==> config.mk <==
export PLATFORM = sky130hd
export DESIGN_NAME = row_scan_reader
export DESIGN_NICKNAME = d
export VERILOG_FILES = /design/src/rtl/row_scan_reader.sv
export SDC_FILE = /design/constraint.sdc
export NUM_CORES = 1
export LEC_CHECK = 0
export ABC_AREA = 1
export BUFFER_PORTS_ARGS = -buffer_cell sky130_fd_sc_hd__buf_4
export CORE_UTILIZATION = 40
export DETAILED_ROUTE_END_ITERATION = 8
export GPL_TIMING_DRIVEN = 0
export HOLD_SLACK_MARGIN = 0.12
export PLACE_DENSITY = 0.76
export REMOVE_ABC_BUFFERS = 1
export SYNTH_ARGS = -nofsm -noshare
export SYNTH_HDL_FRONTEND = slang
export SYNTH_SLANG_ARGS = --single-unit
==> constraint.sdc <==
create_clock -name clk -period 1.05 [get_ports clk]
set_input_delay 0.0525 -clock clk [delete_from_list [all_inputs] [get_ports clk]]
set_output_delay 0.0525 -clock clk [all_outputs]
set_load 0.005 [all_outputs]
==> src/rtl/row_scan_reader.sv <==
// Snapshots one addressed row of a flattened ROWS x COLS bit array and streams it
// LSB first over a valid/ready serial link. `ROW_PARITY_EN appends an even-parity beat.
module row_scan_reader #(
  parameter int ROWS = 8,
  parameter int COLS = 8,
  localparam int ADDR_W = $clog2(ROWS)
) (
  input  logic                 clk,
  input  logic                 reset,
  input  logic [ROWS*COLS-1:0] mem_bits,
  input  logic                 rd_req,
  input  logic [ADDR_W-1:0]    rd_addr,
  output logic                 rd_busy,
  output logic                 addr_err,
  output logic                 ser_valid,
  input  logic                 ser_ready,
  output logic                 ser_data,
  output logic                 ser_last,
  output logic                 rd_done
);

`ifdef ROW_PARITY_EN
  localparam int NBEATS = COLS + 1;
`else
  localparam int NBEATS = COLS;
`endif
  localparam int CNT_W = $clog2(COLS + 1);
  localparam logic [CNT_W-1:0] LAST_BEAT = CNT_W'(NBEATS - 1);
  localparam logic [ADDR_W:0] ROWS_EXT = (ADDR_W + 1)'(ROWS);

  typedef enum logic [1:0] {
    IDLE  = 2'd0,
    SHIFT = 2'd1,
    DONE  = 2'd2
  } state_e;

  state_e             state_q, state_d;
  logic [NBEATS-1:0]  shift_q, shift_d;
  logic [CNT_W-1:0]   cnt_q, cnt_d;
  logic               busy_q, addr_err_q, valid_q, data_q, last_q, done_q;
  logic               busy_d, addr_err_d, valid_d, data_d, last_d, done_d;

  logic [COLS-1:0]    rows_s [ROWS];
  logic [COLS-1:0]    row_sel_s;
  logic [NBEATS-1:0]  capture_s;
  logic               addr_ok_s;

  for (genvar r = 0; r < ROWS; r++) begin : g_rows
    assign rows_s[r] = mem_bits[r*COLS +: COLS];
  end

  // Row select and capture word; the parity bit rides above the data so shifting delivers it last
  always_comb begin
    row_sel_s = rows_s[rd_addr];
    addr_ok_s = ({1'b0, rd_addr} < ROWS_EXT);
`ifdef ROW_PARITY_EN
    capture_s = {^row_sel_s, row_sel_s};
`else
    capture_s = row_sel_s;
`endif
  end

  // Next-state logic for the read FSM, shift register and beat counter
  always_comb begin
    state_d    = state_q;
    shift_d    = shift_q;
    cnt_d      = cnt_q;
    addr_err_d = 1'b0;
    case (state_q)
      IDLE: begin
        if (rd_req && addr_ok_s) begin
          shift_d = capture_s;
          cnt_d   = '0;
          state_d = SHIFT;
        end else if (rd_req) begin
          addr_err_d = 1'b1;
        end else begin
          state_d = IDLE;
        end
      end
      SHIFT: begin
        if (ser_ready) begin
          shift_d = shift_q >> 1'b1;
          cnt_d   = cnt_q + CNT_W'(1);
          if (cnt_q == LAST_BEAT) begin
            state_d = DONE;
          end else begin
            state_d = SHIFT;
          end
        end else begin
          state_d = SHIFT;
        end
      end
      DONE:    state_d = IDLE;
      default: state_d = IDLE;
    endcase
  end

  // Outputs are decoded from next state so they leave the block straight from flops
  always_comb begin
    busy_d  = (state_d != IDLE);
    valid_d = (state_d == SHIFT);
    done_d  = (state_d == DONE);
    if (state_d == SHIFT) begin
      data_d = shift_d[0];
      last_d = (cnt_d == LAST_BEAT);
    end else begin
      data_d = 1'b0;
      last_d = 1'b0;
    end
  end

  // State and output registers, cleared asynchronously
  always_ff @(posedge clk or posedge reset) begin
    if (reset) begin
      state_q    <= IDLE;
      shift_q    <= '0;
      cnt_q      <= '0;
      busy_q     <= 1'b0;
      addr_err_q <= 1'b0;
      valid_q    <= 1'b0;
      data_q     <= 1'b0;
      last_q     <= 1'b0;
      done_q     <= 1'b0;
    end else begin
      state_q    <= state_d;
      shift_q    <= shift_d;
      cnt_q      <= cnt_d;
      busy_q     <= busy_d;
      addr_err_q <= addr_err_d;
      valid_q    <= valid_d;
      data_q     <= data_d;
      last_q     <= last_d;
      done_q     <= done_d;
    end
  end

  assign rd_busy   = busy_q;
  assign addr_err  = addr_err_q;
  assign ser_valid = valid_q;
  assign ser_data  = data_q;
  assign ser_last  = last_q;
  assign rd_done   = done_q;

endmodule

After elaboration in Yosys (flattened, before gate mapping)
Index checks and enable logic that the tools add are counted.
{"block": "totals", "ff_bits": 19, "inputBits": 71, "output_inout_bits": 6, "elab_cells": 38}
{"block": "classes", "n_addsub": 1, "magnitude_cmp": 1, "n_eq_ne": 7, "n_mux": 15, "bitwise": 1, "reduce_logical": 4}
{"cell": "8-bit 2-to-1 mux", "n": 4}
{"cell": "8-bit binary-select mux with 3-bit select", "n": 1}
{"cell": "8-bit case mux with 2 select lines", "n": 1}
{"cell": "4-bit by 3-bit equality test with 1-bit output (second input constant)", "n": 2}
{"cell": "4-bit 2-to-1 mux", "n": 2}
{"cell": "4-bit case mux with 2 select lines", "n": 1}
{"cell": "4-bit by 1-bit adder with 4-bit output (second input constant)", "n": 1}
{"cell": "2-bit by 1-bit equality test with 1-bit output (second input constant)", "n": 2}
{"cell": "4-bit greater-or-equal comparator (second input constant)", "n": 1}
{"cell": "2-bit 2-to-1 mux", "n": 2}
{"cell": "2-bit inequality test (second input constant)", "n": 2}
{"cell": "3-bit NOT with 4-bit output", "n": 1}
{"cell": "2-bit case mux with 2 select lines", "n": 1}
{"cell": "2-bit nonzero test", "n": 2}
{"cell": "1-bit 2-to-1 mux", "n": 3}
{"cell": "3-bit AND reduction", "n": 1}
{"cell": "2-bit equality test (second input constant)", "n": 1}
{"cell": "2-bit zero test", "n": 1}

Depth between registers and ports, before layout
Gate-level depths: netlist (run 1).
{"block": "logic_depth", "depth_word": 7, "ltp_mapped": 8, "ltp_nobuf": 8}

Worst setup path before layout (run 1)
OpenSTA, ideal clock, no wires.
{"block": "synth_path", "path_kind": "reg2reg", "start": "reg cnt_q[1]", "end": "reg last_q (netlist: ser_last)", "setup_ns": 0.122, "t_arrival_ns": 1.032, "slack_ns": -0.104, "path_stages_with_launch": 7, "path_cell_list": "dfrtp_1 > ha_1 > inv_1 > nor3_1 > o21ai_2 > o211ai_1 > nor2_1"}
{"block": "synth_between", "elab_chain_cells": 6}
{"item": "from (decl)", "line": "39", "source": "logic [CNT_W-1:0] cnt_q, cnt_d;"}
{"item": "from (signal assigned)", "line": "128", "source": "cnt_q <= cnt_d;"}
{"item": "4-bit by 3-bit equality test with 1-bit output", "line": "85", "source": "if (cnt_q == LAST_BEAT) begin"}
{"item": "2-bit 2-to-1 mux", "line": "85"}
{"item": "2-bit 2-to-1 mux", "line": "82", "source": "if (ser_ready) begin"}
{"item": "2-bit case mux with 2 select lines", "line": "69", "source": "case (state_q)"}
{"item": "via state_d[0]", "line": "37", "source": "state_e state_q, state_d;"}
{"item": "2-bit by 1-bit equality test with 1-bit output", "line": "104", "source": "if (state_d == SHIFT) begin"}
{"item": "1-bit 2-to-1 mux", "line": "104"}
{"item": "via last_d", "line": "41", "source": "logic busy_d, addr_err_d, valid_d, data_d, last_d, done_d;"}
{"item": "to (signal assigned)", "line": "133", "source": "last_q <= last_d;"}
{"item": "to (decl)", "line": "40", "source": "logic busy_q, addr_err_q, valid_q, data_q, last_q, done_q;"}
The timed path passes the listed nets, and every way through them passes these cells.
A chain may end at the register's enable or synchronous reset.

Worst setup path after layout (run 1)
{"block": "layout_path", "start": "reg cnt_q[0]", "end": "reg last_q (netlist: ser_last)"}
Same word-level chain as after synthesis.

==> flow_summary.html, run 1 <==
<table>
<tr><th>Metric</th><th>Value</th></tr>
<tr><th colspan="2">Place</th></tr>
<tr><td>Routability congestion estimate</td><td>just over 0.8</td></tr>
<tr><td>HPWL Detailed</td><td>~2800 um</td></tr>
<tr><td>Input/output buffers</td><td>75</td></tr>
<tr><td>Pre-CTS setup slack</td><td>-0.315 ns</td></tr>
<tr><td>Dpl cells</td><td>319</td></tr>
<tr><th colspan="2">Power</th></tr>
<tr><td>Leakage</td><td>0.00104 uW</td></tr>
<tr><td>Power density over the cells</td><td>about 1500 nW/um^2</td></tr>
<tr><td>Max rail drop VDD</td><td>1070 uV</td></tr>
<tr><th colspan="2">Critical path</th></tr>
<tr><td>Worst flop-to-flop path startpoint</td><td>cnt_q[0]</td></tr>
<tr><td>Capturing element type of the critical path</td><td>flip-flop</td></tr>
<tr><td>Required time at the endpoint of the critical path</td><td>between 1 and 1.5 ns</td></tr>
<tr><td>Stage delay of the slowest cell on the critical path</td><td>0.44 ns</td></tr>
<tr><td>Worst-path cell chain</td><td>ha_2, inv_2, nor3_4, o21ai_2, o211ai_1, nor2_1</td></tr>
<tr><td>Crit path max-delay cell type</td><td>dfrtp_1</td></tr>
<tr><td>Worst-path maximum fanout</td><td>3</td></tr>
<tr><td>Worst R2R Path Depth</td><td>6</td></tr>
<tr><td>Critical setup path kind</td><td>reg2reg</td></tr>
<tr><td>Arrival time at the worst endpoint</td><td>1.49 ns</td></tr>
<tr><td>Beginning of the critical path</td><td>cnt_q[0]</td></tr>
<tr><td>Launching element type of the critical path</td><td>flip-flop</td></tr>
<tr><th colspan="2">Layout</th></tr>
<tr><td>Share of cells above drive strength 1</td><td>0.360</td></tr>
<tr><td>Final nets</td><td>362</td></tr>
<tr><td>Layout overhead on the synthesized area</td><td>52.1%</td></tr>
<tr><td>Antenna Cells</td><td>0</td></tr>
<tr><td>Top library cells by usage in the layout, fill and taps aside</td><td>buf_4, nor2_1, nand3_1</td></tr>
<tr><td>Most common cell after layout, fill and taps aside</td><td>buf_4</td></tr>
<tr><td>Utilization after layout</td><td>0.635</td></tr>
<tr><td>Filler-free cell count of the finished design</td><td>335</td></tr>
<tr><th colspan="2">STA</th></tr>
<tr><td>Final setup TNS</td><td>-1.33 ns</td></tr>
<tr><td>Worst-Margin Slew</td><td>between 0.5 and 0.6 ns</td></tr>
<tr><td>Post-layout worst setup margin</td><td>-0.201 ns</td></tr>
<tr><td>Hold Worst Slack</td><td>0.113 ns</td></tr>
<tr><td>Worst slew margin relative to its limit</td><td>0.653</td></tr>
<tr><td>Period minus WS final</td><td>1.25 ns</td></tr>
<tr><td>Highest Clock Rate</td><td>799 MHz</td></tr>
<tr><td>RSZ-0062 raised after global routing</td><td>yes</td></tr>
<tr><td>Final count of negative-setup-slack endpoints</td><td>15</td></tr>
<tr><td>Portion of the clock cycle consumed by the worst path in the final layout</td><td>1.19</td></tr>
<tr><td>Worst clock skew</td><td>0.00754 ns</td></tr>
<tr><td>Final hold violation count</td><td>0</td></tr>
<tr><td>Fin. max-slew vios</td><td>0</td></tr>
<tr><th colspan="2">Clocking</th></tr>
<tr><td>Clock tree root driver cell</td><td>clkbuf_4</td></tr>
<tr><td>Insertion delay to the later sink of the worst-skew pair</td><td>0.31 ns</td></tr>
<tr><td>Maximum root-to-sink buffer count</td><td>2</td></tr>
<tr><td>CTS sink cnt</td><td>19</td></tr>
<tr><td>Clock tree from TritonCTS</td><td>done</td></tr>
<tr><td>Maximum level of the CTS H-tree</td><td>1</td></tr>
<tr><td>Clock-pin slew reported for the worst setup and hold paths after clock tree synthesis</td><td>0.11 ns</td></tr>
<tr><td>Number of buffers inserted during clock tree synthesis</td><td>3</td></tr>
<tr><th colspan="2">Global route</th></tr>
<tr><td>Vias in the first global route</td><td>about 1500</td></tr>
<tr><td>Antenna violations before repair</td><td>0</td></tr>
<tr><td>Largest net degree at the start of global routing</td><td>34</td></tr>
<tr><td>Total GRT Usage</td><td>0.237</td></tr>
<tr><td>Global-route wire length before repair</td><td>about 6600 um</td></tr>
<tr><td>Remaining Overflow, GRT</td><td>0</td></tr>
<tr><th colspan="2">Floorplanning</th></tr>
<tr><td>Die extent in x</td><td>61.3 um</td></tr>
<tr><td>Height of the die</td><td>between 60 and 70 um</td></tr>
<tr><td>I/O pin cnt</td><td>77</td></tr>
<tr><td>Die footprint</td><td>around 3800 um^2</td></tr>
<tr><td>Initial cell density of the core</td><td>0.418</td></tr>
<tr><td>Count of standard-cell rows</td><td>21</td></tr>
<tr><td>Core box area</td><td>about 3400 um^2</td></tr>
<tr><th colspan="2">Status</th></tr>
<tr><td>Result of the run</td><td>finished, violations left</td></tr>
<tr><td>Violated checks</td><td>setup timing</td></tr>
<tr><th colspan="2">Route</th></tr>
<tr><td>Post-DR vias/cell</td><td>4.96</td></tr>
<tr><td>Vias</td><td>~1700</td></tr>
<tr><td>Overall routed net length</td><td>between 4000 and 5000 um</td></tr>
<tr><td>DR DRC count</td><td>0</td></tr>
<tr><td>Post-detailed-route wirelength per cell</td><td>12.3 um</td></tr>
<tr><td>DR iter-0 viols</td><td>68</td></tr>
<tr><td>Antenna viol nets, final</td><td>0</td></tr>
<tr><td>DRT Pass-1 Iters</td><td>4</td></tr>
<tr><th colspan="2">Run</th></tr>
<tr><td>Maxcap violations</td><td>0</td></tr>
<tr><th colspan="2">Synth</th></tr>
<tr><td>Gate Count Post-Synth</td><td>roughly 210</td></tr>
<tr><td>Number of flip-flops and latches in the synthesized netlist</td><td>19</td></tr>
<tr><td>Mapped cell area</td><td>1410 um^2</td></tr>
<tr><td>Count of cell types in the netlist</td><td>24</td></tr>
<tr><td>Number of warning messages in the yosys log</td><td>0</td></tr>
<tr><td>Sequential area share after synthesis</td><td>0.338</td></tr>
<tr><td>Synthesized area per cell</td><td>6.72 um^2</td></tr>
<tr><th colspan="2">Min path</th></tr>
<tr><td>Hold Path Depth</td><td>5</td></tr>
<tr><td>Source of the worst hold timing path</td><td>mem_bits[13]</td></tr>
<tr><td>Class of the most critical hold timing path</td><td>in2reg</td></tr>
</table>
[flip-flops by register name, indices dropped and copies added (netlist names)]
name	flops
shift_q	8
state_q	2
cnt_q	4
ser_data	1
ser_valid	1
rd_busy	1
ser_last	1
rd_done	1
[final cells by class]
cell class	instances	area [um^2]
sequential	19	475
clock buffer	3	22.5
multi-input combinational	162	827
inverter	17	72.6
tap	46	57.6
timing repair buffer	87	677
clock inverter	1	5.00
fill	347	1230
[kinds of logic (layout without fill, tap and decap cells)]
group,after synthesis,count (layout),share of synthesized area
other,1,1,0.00267
adders and majority gates,1,1,0.00890
buffers and inverters,28,108,0.0890
AOI/OAI and AO/OA,53,53,0.223
DFF,19,19,0.338
xor gates and xnor gates,1,1,0.00623
and+or+nand+nor,106,106,0.332
[synth_stat cells (all sizes together)]
cell | n | share of area
nand2 | 26 | 0.077
inv | 17 | 0.045
nand4 | 1 | 0.0045
o21ai | 33 | 0.12
dfrtp | 19 | 0.34
nand3 | 26 | 0.093
nor2 | 52 | 0.15
o21bai | 1 | 0.0053
nor3 | 1 | 0.0036
conb | 1 | 0.0027
ha | 1 | 0.0089
a21oi | 4 | 0.014
o211ai | 15 | 0.080
clkbuf | 2 | 0.0053
xnor2 | 1 | 0.0062
buf | 9 | 0.038
[metrics by stage]
step | area, um^2 | total power [uW]
final | 2140 | 3160
after global routing | 2140 | 3430
after CTS | 2130 | 3120
after detailed placement | 1960 | 2540
after global placement | 1960 | 2510
after floorplan | 1340 | 2030
[metal layers]
layer | global-route usage | up-vias | share of wire | wire length, um
li1 | - | 859 | - | -
met1 | 0.288 | 753 | 0.42 | 1720
met2 | 0.435 | 43 | 0.53 | 2180
met3 | 0.0483 | 6 | 0.040 | 165
met4 | 0.0422 | 0 | 0.013 | 53
met5 | 0 | - | 0 | 0
[final timing paths]
check                      slack (ns)          to
setup / recovery                -0.20    ser_last
hold / removal                   0.11  shift_q[5]
setup reg to reg                -0.20    ser_last
hold reg to reg                  0.49  shift_q[2]
max in group asynchronous        0.50  shift_q[4]
min in group asynchronous        0.28  shift_q[1]
[timing repair]
action / CTS / global route
setup buffers: 4 / 0
resized for setup: 9 / 3
setup endpoints to repair: 16 / 24
hold buffers: 8 / 0
endpoints found under the hold margin: 27 / 0
pin swaps: 6 / 2
[critical path: cells and delay by family (launching register included)]
kind | cells | cell delay [ns]
DFF | 1 | 0.44
AOI/OAI and AO/OA | 2 | 0.32
adders and majority gates | 1 | 0.20
and+or+nand+nor | 2 | 0.15
buffers and inverters | 1 | 0.08
[power breakdown]
| group | internal (uW) | leakage, uW | switching [uW] |
|---|---|---|---|
| Sequential | 1010 | 0.000236 | 161 |
| Clock | 142 | 0.0000177 | 236 |
| Combinational | 774 | 0.000787 | 835 |
| Total | 1930 | 0.00104 | 1230 |
No activity file was read; power rests on OpenSTA's default activity.
==> run 2: changes to the inputs <==
Settings changed: GPL_TIMING_DRIVEN 0 to default.
==> flow_summary.html, run 2 (same netlist as run 1, synthesis figures left out) <==
<table>
<tr><th>Metric</th><th>Value</th></tr>
<tr><th colspan="2">Power</th></tr>
<tr><td>Leakage</td><td>0.00111 uW (was 0.00104 uW)</td></tr>
<tr><td>Total power</td><td>3250 uW (was 3160 uW)</td></tr>
<tr><td>Power density over the cells</td><td>1460 nW/um^2 (was 1480 nW/um^2)</td></tr>
<tr><td>Max rail drop VDD</td><td>1210 uV (was 1070 uV)</td></tr>
<tr><th colspan="2">Clocking</th></tr>
<tr><td>Clock-pin slew reported for the worst setup and hold paths after clock tree synthesis</td><td>0.11 ns (about the same)</td></tr>
<tr><td>Clock tree from TritonCTS</td><td>done (unchanged)</td></tr>
<tr><td>Clock tree root driver cell</td><td>clkbuf_4 (unchanged)</td></tr>
<tr><td>Maximum root-to-sink buffer count</td><td>2 (unchanged)</td></tr>
<tr><td>Number of buffers inserted during clock tree synthesis</td><td>3 (unchanged)</td></tr>
<tr><td>Insertion delay to the later sink of the worst-skew pair</td><td>0.30 ns (was 0.31 ns)</td></tr>
<tr><td>CTS sink cnt</td><td>19 (unchanged)</td></tr>
<tr><td>Maximum level of the CTS H-tree</td><td>1 (unchanged)</td></tr>
<tr><th colspan="2">Place</th></tr>
<tr><td>Input/output buffers</td><td>75 (unchanged)</td></tr>
<tr><td>Cell area after placement</td><td>2090 um^2 (was 1960 um^2)</td></tr>
<tr><td>Pre-CTS setup slack</td><td>-0.205 ns (was -0.315 ns)</td></tr>
<tr><td>HPWL Detailed</td><td>3020 um (was 2850 um)</td></tr>
<tr><td>Routability congestion estimate</td><td>0.844 (was 0.818)</td></tr>
<tr><th colspan="2">STA</th></tr>
<tr><td>RSZ-0062 raised after global routing</td><td>yes (unchanged)</td></tr>
<tr><td>Final hold violation count</td><td>0 (unchanged)</td></tr>
<tr><td>Post-layout worst setup margin</td><td>-0.150 ns (was -0.201 ns)</td></tr>
<tr><td>Period minus WS final</td><td>1.20 ns (was 1.25 ns)</td></tr>
<tr><td>Final count of negative-setup-slack endpoints</td><td>13 (was 15)</td></tr>
<tr><td>Fin. max-slew vios</td><td>0 (unchanged)</td></tr>
<tr><td>Hold Worst Slack</td><td>0.127 ns (was 0.113 ns)</td></tr>
<tr><td>Portion of the clock cycle consumed by the worst path in the final layout</td><td>1.14 (was 1.19)</td></tr>
<tr><td>Highest Clock Rate</td><td>833 MHz (was 799 MHz)</td></tr>
<tr><td>Worst clock skew</td><td>0.00479 ns (was 0.00754 ns)</td></tr>
<tr><th colspan="2">Layout</th></tr>
<tr><td>Final nets</td><td>372 (was 362)</td></tr>
<tr><td>Area of all placed cells without fillers</td><td>2220 um^2 (was 2140 um^2)</td></tr>
<tr><td>Largest register FFs</td><td>8 (unchanged)</td></tr>
<tr><td>Largest Register</td><td>shift_q (unchanged)</td></tr>
<tr><td>Share of cells above drive strength 1</td><td>0.381 (was 0.360)</td></tr>
<tr><td>Layout overhead on the synthesized area</td><td>58.3% (was 52.1%)</td></tr>
<tr><td>Largest registers</td><td>shift_q: 8 flops, cnt_q: 4 flops, state_q: 2 flops (unchanged)</td></tr>
<tr><td>Most common cell after layout, fill and taps aside</td><td>buf_4 (unchanged)</td></tr>
<tr><td>Top library cells by usage in the layout, fill and taps aside</td><td>buf_4, nor2_1, nand3_1 (unchanged)</td></tr>
<tr><td>Antenna Cells</td><td>0 (unchanged)</td></tr>
<tr><th colspan="2">Run</th></tr>
<tr><td>Maxcap violations</td><td>0 (unchanged)</td></tr>
<tr><th colspan="2">Global route</th></tr>
<tr><td>Remaining Overflow, GRT</td><td>0 (unchanged)</td></tr>
<tr><td>Global-route wire length before repair</td><td>6350 um (was 6600 um)</td></tr>
<tr><td>Total GRT Usage</td><td>0.226 (was 0.237)</td></tr>
<tr><td>Largest net degree at the start of global routing</td><td>32 (was 34)</td></tr>
<tr><td>Vias in the first global route</td><td>1543 (was 1542)</td></tr>
<tr><td>Antenna violations before repair</td><td>0 (unchanged)</td></tr>
<tr><th colspan="2">Route</th></tr>
<tr><td>Post-detailed-route wirelength per cell</td><td>11.7 um (was 12.3 um)</td></tr>
<tr><td>Overall routed net length</td><td>4020 um (was 4110 um)</td></tr>
<tr><td>DRT Pass-1 Iters</td><td>4 (unchanged)</td></tr>
<tr><td>DR iter-0 viols</td><td>70 (was 68)</td></tr>
<tr><td>Antenna viol nets, final</td><td>0 (unchanged)</td></tr>
<tr><td>DR DRC count</td><td>0 (unchanged)</td></tr>
<tr><td>Vias</td><td>1680 (was 1661)</td></tr>
<tr><td>Post-DR vias/cell</td><td>4.87 (was 4.96)</td></tr>
<tr><th colspan="2">Floorplanning</th></tr>
<tr><td>I/O pin cnt</td><td>77 (unchanged)</td></tr>
<tr><td>Die footprint</td><td>3750 um^2 (unchanged)</td></tr>
<tr><td>Initial cell density of the core</td><td>0.418 (unchanged)</td></tr>
<tr><td>Die extent in x</td><td>61.3 um (unchanged)</td></tr>
<tr><td>Count of standard-cell rows</td><td>21 (unchanged)</td></tr>
<tr><td>Core box area</td><td>3360 um^2 (unchanged)</td></tr>
<tr><td>Height of the die</td><td>61.3 um (unchanged)</td></tr>
<tr><th colspan="2">Critical path</th></tr>
<tr><td>Capturing element type of the critical path</td><td>flip-flop (unchanged)</td></tr>
<tr><td>Worst-path maximum fanout</td><td>7 (was 3)</td></tr>
<tr><td>Arrival time at the worst endpoint</td><td>1.39 ns (was 1.49 ns)</td></tr>
<tr><td>Launching element type of the critical path</td><td>flip-flop (unchanged)</td></tr>
<tr><td>Required time at the endpoint of the critical path</td><td>1.24 ns (was 1.29 ns)</td></tr>
<tr><td>Critical setup path kind</td><td>reg2reg (unchanged)</td></tr>
<tr><th colspan="2">Min path</th></tr>
<tr><td>Class of the most critical hold timing path</td><td>in2reg (unchanged)</td></tr>
<tr><th colspan="2">Status</th></tr>
<tr><td>Result of the run</td><td>finished, violations left (unchanged)</td></tr>
<tr><td>Violated checks</td><td>setup timing (unchanged)</td></tr>
</table>
## run 2: metrics by stage
step | std cells | util | TNS [ns]
2_1_floorplan | 198 | - | -0.828
3_3_place_gp | 333 | 0.623 | -0.607
3_5_place_dp | 333 | 0.623 | -1.06
4_1_cts | 344 | 0.653 | -0.880
5_1_grt | 345 | 0.661 | -2.71
6_report | 345 | 0.661 | -1.38
## run 2: area by class of cell
type,instances,area (um^2)
flip-flops and latches,19,475
clock buffers,3,22.5
fillers,314,1140
well taps,46,57.6
clock inverters,1,5.00
inverters,17,66.3
repair buffers,97,772
multi-input cells,162,826
## run 2: metal layers
metal / wire, um / vias up / GRT usage
met4: 68 / 0 / 0.0714
met5: 0 / - / 0
met1: 1740 / 756 / 0.269
met2: 2070 / 39 / 0.401
li1: - / 877 / -
met3: 136 / 8 / 0.0546
## run 2: path summary, 6_finish.rpt
check / startpoint / to / slack, ns / cells past startpoint
max in group asynchronous: reset / ser_last / 0.53 / 4
worst min register to register: shift_q[3] / shift_q[2] / 0.50 / 2
worst max register to register: state_q[1] / shift_q[6] / -0.15 / 8
min in group asynchronous: reset / ser_valid / 0.32 / 4
worst min-delay path: mem_bits[13] / shift_q[5] / 0.13 / 5
worst max-delay path: state_q[1] / shift_q[6] / -0.15 / 8
## run 2: where the power goes
part	leakage (uW)	internal [uW]	switching, uW
logic	0.000854	863	845
registers	0.000236	1010	148
clock network	0.0000177	142	237
## run 2: timing repair
item                       4_1_cts  5_1_grt
hold buffers                     6        0
buffers inserted                 1        1
setup endpoints to repair       16       17
resized for setup                4        7
hold endpoints to repair        25        0
pin swaps                        6        1
## run 2: critical path, cell delays in order, from the launching register on
cell and delay, ns:
dfrtp_1 0.44, inv_1 0.09, nand2_2 0.08, nor2_4 0.14, inv_4 0.06, nand2_1 0.07, inv_2 0.08, nand2_1 0.06
nand3_1 0.07
